### config.mk
export PLATFORM = sky130hd
export DESIGN_NAME = two_phase_rx
export DESIGN_NICKNAME = d
export VERILOG_FILES = /design/src/rtl/two_phase_rx.sv
export SDC_FILE = /design/constraint.sdc
export NUM_CORES = 1
export LEC_CHECK = 0
export ABC_AREA = 0
export ABC_CLOCK_PERIOD_IN_PS = 2880
export BUFFER_PORTS_ARGS = -buffer_cell sky130_fd_sc_hd__buf_2
export CELL_PAD_IN_SITES_DETAIL_PLACEMENT = 0
export CELL_PAD_IN_SITES_GLOBAL_PLACEMENT = 2
export CORE_UTILIZATION = 31
export DETAILED_ROUTE_END_ITERATION = 7
export PLACE_DENSITY_LB_ADDON = 0.1
export REMOVE_ABC_BUFFERS = 1
export SETUP_SLACK_MARGIN = 0.1
export SLEW_MARGIN = 15
export SYNTH_ARGS = -nofsm -noshare
export SYNTH_HDL_FRONTEND = slang
export SYNTH_SLANG_ARGS = --single-unit
export TNS_END_PERCENT = 20
### constraint.sdc
create_clock -name Clk -period 2.88 [get_ports Clk]
set_clock_uncertainty 0.05 [all_clocks]
set_input_delay 0.432 -clock Clk [delete_from_list [all_inputs] [get_ports Clk]]
set_output_delay 0.432 -clock Clk [all_outputs]
set_load 0.03 [all_outputs]
### src/rtl/two_phase_rx.sv
// Purpose : receiver for a two-phase (toggle) req/ack link; captures DataIn per ReqT level change.
// Latency : Valid rises SYNC_STAGES edges after ReqT is first sampled at its new level; AckT toggles on the consume edge.
// Backpr. : word held (Valid=1) until Ready=1; a ReqT toggle while holding sets sticky Overrun.
// Optional: TWO_PHASE_RX_PARITY_EN adds ParIn/ParErr even-parity checking of the captured word.
module two_phase_rx #(
    parameter int WIDTH       = 8,
    parameter int SYNC_STAGES = 2
) (
    input  logic             Clk,
    input  logic             ClrN,
    input  logic             ReqT,
    input  logic [WIDTH-1:0] DataIn,
    output logic             AckT,
    output logic [WIDTH-1:0] DataOut,
    output logic             Valid,
    input  logic             Ready,
    output logic             Overrun
`ifdef TWO_PHASE_RX_PARITY_EN
    ,
    input  logic             ParIn,
    output logic             ParErr
`endif
);

    typedef enum logic {
        IDLE = 1'b0,
        HOLD = 1'b1
    } state_t;

    logic [SYNC_STAGES-1:0] sync_q;
    logic                   req_sync;
    logic                   pending;

    state_t                 state_q, state_d;
    logic                   req_seen_q, req_seen_d;
    logic                   ack_q, ack_d;
    logic [WIDTH-1:0]       data_q, data_d;
    logic                   ovr_q, ovr_d;
`ifdef TWO_PHASE_RX_PARITY_EN
    logic                   perr_q, perr_d;
`endif

    // ReqT crosses into the Clk domain through a plain flop chain.
    always_ff @(posedge Clk or negedge ClrN) begin
        if (!ClrN) begin
            sync_q <= '0;
        end else begin
            sync_q <= {sync_q[SYNC_STAGES-2:0], ReqT};
        end
    end

    assign req_sync = sync_q[SYNC_STAGES-1];
    assign pending  = (req_sync != req_seen_q);

    // State and datapath registers.
    always_ff @(posedge Clk or negedge ClrN) begin
        if (!ClrN) begin
            state_q    <= IDLE;
            req_seen_q <= 1'b0;
            ack_q      <= 1'b0;
            data_q     <= '0;
            ovr_q      <= 1'b0;
`ifdef TWO_PHASE_RX_PARITY_EN
            perr_q     <= 1'b0;
`endif
        end else begin
            state_q    <= state_d;
            req_seen_q <= req_seen_d;
            ack_q      <= ack_d;
            data_q     <= data_d;
            ovr_q      <= ovr_d;
`ifdef TWO_PHASE_RX_PARITY_EN
            perr_q     <= perr_d;
`endif
        end
    end

    // Next-state: capture from IDLE on a pending toggle, release from HOLD on Ready.
    always_comb begin
        state_d    = state_q;
        req_seen_d = req_seen_q;
        ack_d      = ack_q;
        data_d     = data_q;
        ovr_d      = ovr_q;
`ifdef TWO_PHASE_RX_PARITY_EN
        perr_d     = perr_q;
`endif
        case (state_q)
            IDLE: begin
                if (pending) begin
                    data_d     = DataIn;
                    req_seen_d = req_sync;
                    state_d    = HOLD;
`ifdef TWO_PHASE_RX_PARITY_EN
                    perr_d     = (^DataIn) ^ ParIn;
`endif
                end
            end
            HOLD: begin
                // A new toggle while a word is held is a sender protocol violation.
                if (pending) begin
                    ovr_d = 1'b1;
                end
                if (Ready) begin
                    ack_d   = ~ack_q;
                    state_d = IDLE;
`ifdef TWO_PHASE_RX_PARITY_EN
                    perr_d  = 1'b0;
`endif
                end
            end
            default: state_d = IDLE;
        endcase
    end

    assign Valid   = (state_q == HOLD);
    assign AckT    = ack_q;
    assign DataOut = data_q;
    assign Overrun = ovr_q;
`ifdef TWO_PHASE_RX_PARITY_EN
    assign ParErr  = perr_q;
`endif

endmodule
Yosys cells after proc, flatten, opt, wreduce, memory -nomap -nowiden
Cells that the tools add are included.
{ "totals": {"elab_cells": 15, "output_inout_bits": 11, "register_bits": 14, "inputBits": 12} }
{ "classes": {"eq_ne": 1, "mux": 3, "n_reduce_logical": 3, "bitwise": 2} }
{ "ops": {"columns": ["operator", "n"], "rows": [
  ["2-bit AND reduction", 3],
  ["1-bit two-way mux", 2],
  ["1-bit NOT", 2],
  ["1-bit case mux with 2 select lines", 1],
  ["1-bit inequality test", 1]
]} }

Logic depth before layout (Yosys ltp)
{ "logic_depth": {"word_depth": 3, "mapped_depth": 4, "ltp_nobuf": 3} }

Worst setup path before layout
No wires, ideal clock.
{ "synth_path": {"kind": "reg-to-reg", "startpoint": "reg state_q (netlist: Valid)", "endpoint": "reg data_q[0] (netlist: DataOut[0])", "stages_incl_launch_ff": 4, "n_path_buf": 1, "synth_period_minus_slack_ns": 1.377, "slack_ns": 1.503, "required_ns": 2.705, "setup_time_ns": 0.125, "arrival_time_ns": 1.202, "cell_sequence": "dfrtp_1 and2b_1 buf_6 mux2_4"} }
{ "synth_via": {"elab_chain_cells": 2} }
{ "synth_rtl": {"columns": ["element", "line_no", "source"], "rows": [
  ["from (decl)", "34", "state_t state_q, state_d;"],
  ["from (signal assigned)", "67", "state_q <= state_d;"],
  ["1-bit NOT (no line)", null, null],
  ["2-bit AND reduction (no line)", null, null],
  ["to (signal assigned)", "70", "data_q <= data_d;"],
  ["to (decl)", "37", "logic [WIDTH-1:0] data_q, data_d;"]
]} }
No other way between the ends.
A chain may end at the register's enable or synchronous reset.

Worst setup path after layout
{ "layout_path": {"startpoint": "reg req_seen_q", "endpoint": "reg data_q[6] (netlist: DataOut[6])"} }
{ "layout_via": {"elab_chain_cells": 2} }
{ "layout_rtl": {"columns": ["element", "line_no", "source"], "rows": [
  ["from (decl)", "35", "logic req_seen_q, req_seen_d;"],
  ["from (signal assigned)", "68", "req_seen_q <= req_seen_d;"],
  ["1-bit inequality test", "53", "assign pending = (req_sync != req_seen_q);"],
  ["2-bit AND reduction (no line)", null, null]
]} }
No other way between the ends.

==> results.toml <==
[grt]
grt_pass1_vias = 327
grt_max_degree = 15
gr-usage-all-layers = 0.112
grt_pass1_wl_um = 1440
grt_overflow = 0
antenna_found_initial = 0

[outcome]
failed_checks = "DRC"
status = "complete, but fails checks"

[detailed_routing]
drc = 2
wl_per_cell_um = 12.3
drt-pass1-iter-count = 5
ant_nets = 0
num_vias = 320
drt-initial-drc-count = 2
totalWireLength_um = 885
viasPerCell = 4.44

[yosys]
synth.avg_cell_area_um2 = 17.9
ys_ff_latch = 14
syn_area_um2 = 538
ys_types = 10
synth_cells = 30
yosysWarnings = 0
ys_seq_area_frac = 0.651

[job]
drv_cap = 0

[worst_setup_path]
crit_path_end_kind = "flip-flop"
slowest_delay_ns = 0.47
crit_buf_inv = 0
crit_chain = "xor2_1 > and2b_1 > mux2_4"
cp_max_fo = 8
crit_arrival_ns = 1.68
path_class = "flip-flop to flip-flop"
critical_path.slowest_cell = "and2b_1"
ff2ff_setup_slack_ns = 1.31
startpoint_type = "flip-flop"
critical-path-top-delay-family = "simple AND/OR/NAND/NOR gates"
critPathRequiredTime_ns = 2.99

[clocking]
cts.htree.levels = 1
cts-resized-gates = 0
cts_sinks = 14
clk_pin_slew_ns = 0.08
cts_made_buffers = 3
cts_setup_buffers = 0
clock_latency_ns = 0.27
root_buffer = "clkbuf_4"
cts_tree = "yes"
clockBufferDepth = 2

[timing]
finalHoldViolations = 0
final-setup-viol-count = 0
finalCritPeriodShare = 0.546
min_period_ns = 1.57
rsz0062_at_grt = "no"
relSlewSlack = 0.678
setup_slack_ns = 1.31
worstMarginPinSlew_ns = 0.483
fmax_mhz = 636
tns_ns = 0
finalMaxSlewViolations = 0

[final_layout]
nets = 69
layout-drive-gt1-share = 0.643
num_antenna_cells = 0
layout_common_cells = "22 x buf_2, 14 x dfrtp_1, 8 x mux2_4"
layout_commonest_cell = "buf_2"
area_delta_synth_final_pct = 30.7

[placed_design]
dp_hpwl_um = 701
port_buffers = 22
place.gp.congestion = 0.721
pre_cts_ws_ns = 1.30

[die]
core_area_um2 = 1560
floorplan.initialDensity = 0.345
die-area_um2 = 1910
die_w_um = 43.7
die_h_um = 43.7
rows = 14
pin_count = 23

[pwr]
ir_drop_v = 0.000583
power.leakage_uw = 0.000354
power_density_nw_per_um2 = 1280

[worst_hold_path]
min_path_type = "input pin to flip-flop"
state kept, by name, summed over array words and instances, names as in the netlist:
register / cells
AckT: 1
req_seen_q: 1
Overrun: 1
sync_q: 2
DataOut: 8
Valid: 1
synthesized netlist by cell type:
library cell  instances  area [um2]
mux2_4                8         120
xor2_1                1        8.76
buf_6                 1        11.3
o21a_1                1        7.51
and2b_1               1        7.51
nand2_1               1        3.75
a21o_2                1        8.76
xnor2_1               1        8.76
mux2_2                1        11.3
dfrtp_1              14         350
cell families (layout without fill, tap and decap cells):
kind of cell | Yosys count | count (layout) | share of synthesized area
XOR/XNOR | 2 | 2 | 0.0326
buffers and inverters | 1 | 27 | 0.0209
flip-flops | 14 | 14 | 0.651
AND/OR/NAND/NOR | 2 | 2 | 0.0209
AO/OA/AOI/OAI | 2 | 2 | 0.0302
multiplexers | 9 | 9 | 0.244
through the flow:
step	cells	area, um2	util	total power [uW]	hold slack [ns]
after floorplan	29	527	-	661	0.0864
after global placement	67	657	0.421	761	0.278
after detailed placement	67	657	0.421	776	0.286
after CTS	72	703	0.451	918	0.202
after global routing	72	703	0.451	963	0.190
final	72	703	0.451	900	0.215
metal layers:
metal | up-vias | share of wire | track usage | wire [um]
met5 | - | 0 | 0 | 0
met4 | 0 | 0 | 0.0938 | 0
met3 | 0 | 0.099 | 0.0458 | 88
met2 | 17 | 0.47 | 0.158 | 420
met1 | 151 | 0.42 | 0.131 | 376
li1 | 152 | - | - | -
where the power goes:
part | switching [uW] | internal (uW) | total, uW
Combinational | 242 | 196 | 438
Sequential | 49.4 | 279 | 329
Clock | 56.7 | 76.7 | 133
layout make-up:
| cell class | count | area, um2 |
|---|---|---|
| Clock buffer | 4 | 36.3 |
| Fill cell | 142 | 856 |
| Multi-Input combinational cell | 15 | 176 |
| Sequential cell | 14 | 350 |
| Tap cell | 16 | 20.0 |
| Timing Repair Buffer | 23 | 120 |
what timing repair did:
action	4_1_cts	5_1_grt
endpoints found under the hold margin	14	0
hold buffers	1	0
setup endpoints to repair	0	0
final timing paths:
kind	start	to	cells past startpoint
min in group asynchronous	ClrN	DataOut[4]$_DFFE_PN0P_	2
hold reg to reg	sync_q[0]$_DFF_PN0_	sync_q[1]$_DFF_PN0_	0
hold / removal	ReqT	sync_q[0]$_DFF_PN0_	1
max in group asynchronous	ClrN	Overrun$_DFFE_PN0P_	2
setup / recovery	req_seen_q$_DFFE_PN0P_	DataOut[6]$_DFFE_PN0P_	3
setup reg to reg	req_seen_q$_DFFE_PN0P_	DataOut[6]$_DFFE_PN0P_	3
Note: power is estimated with default switching activity, not from simulation.
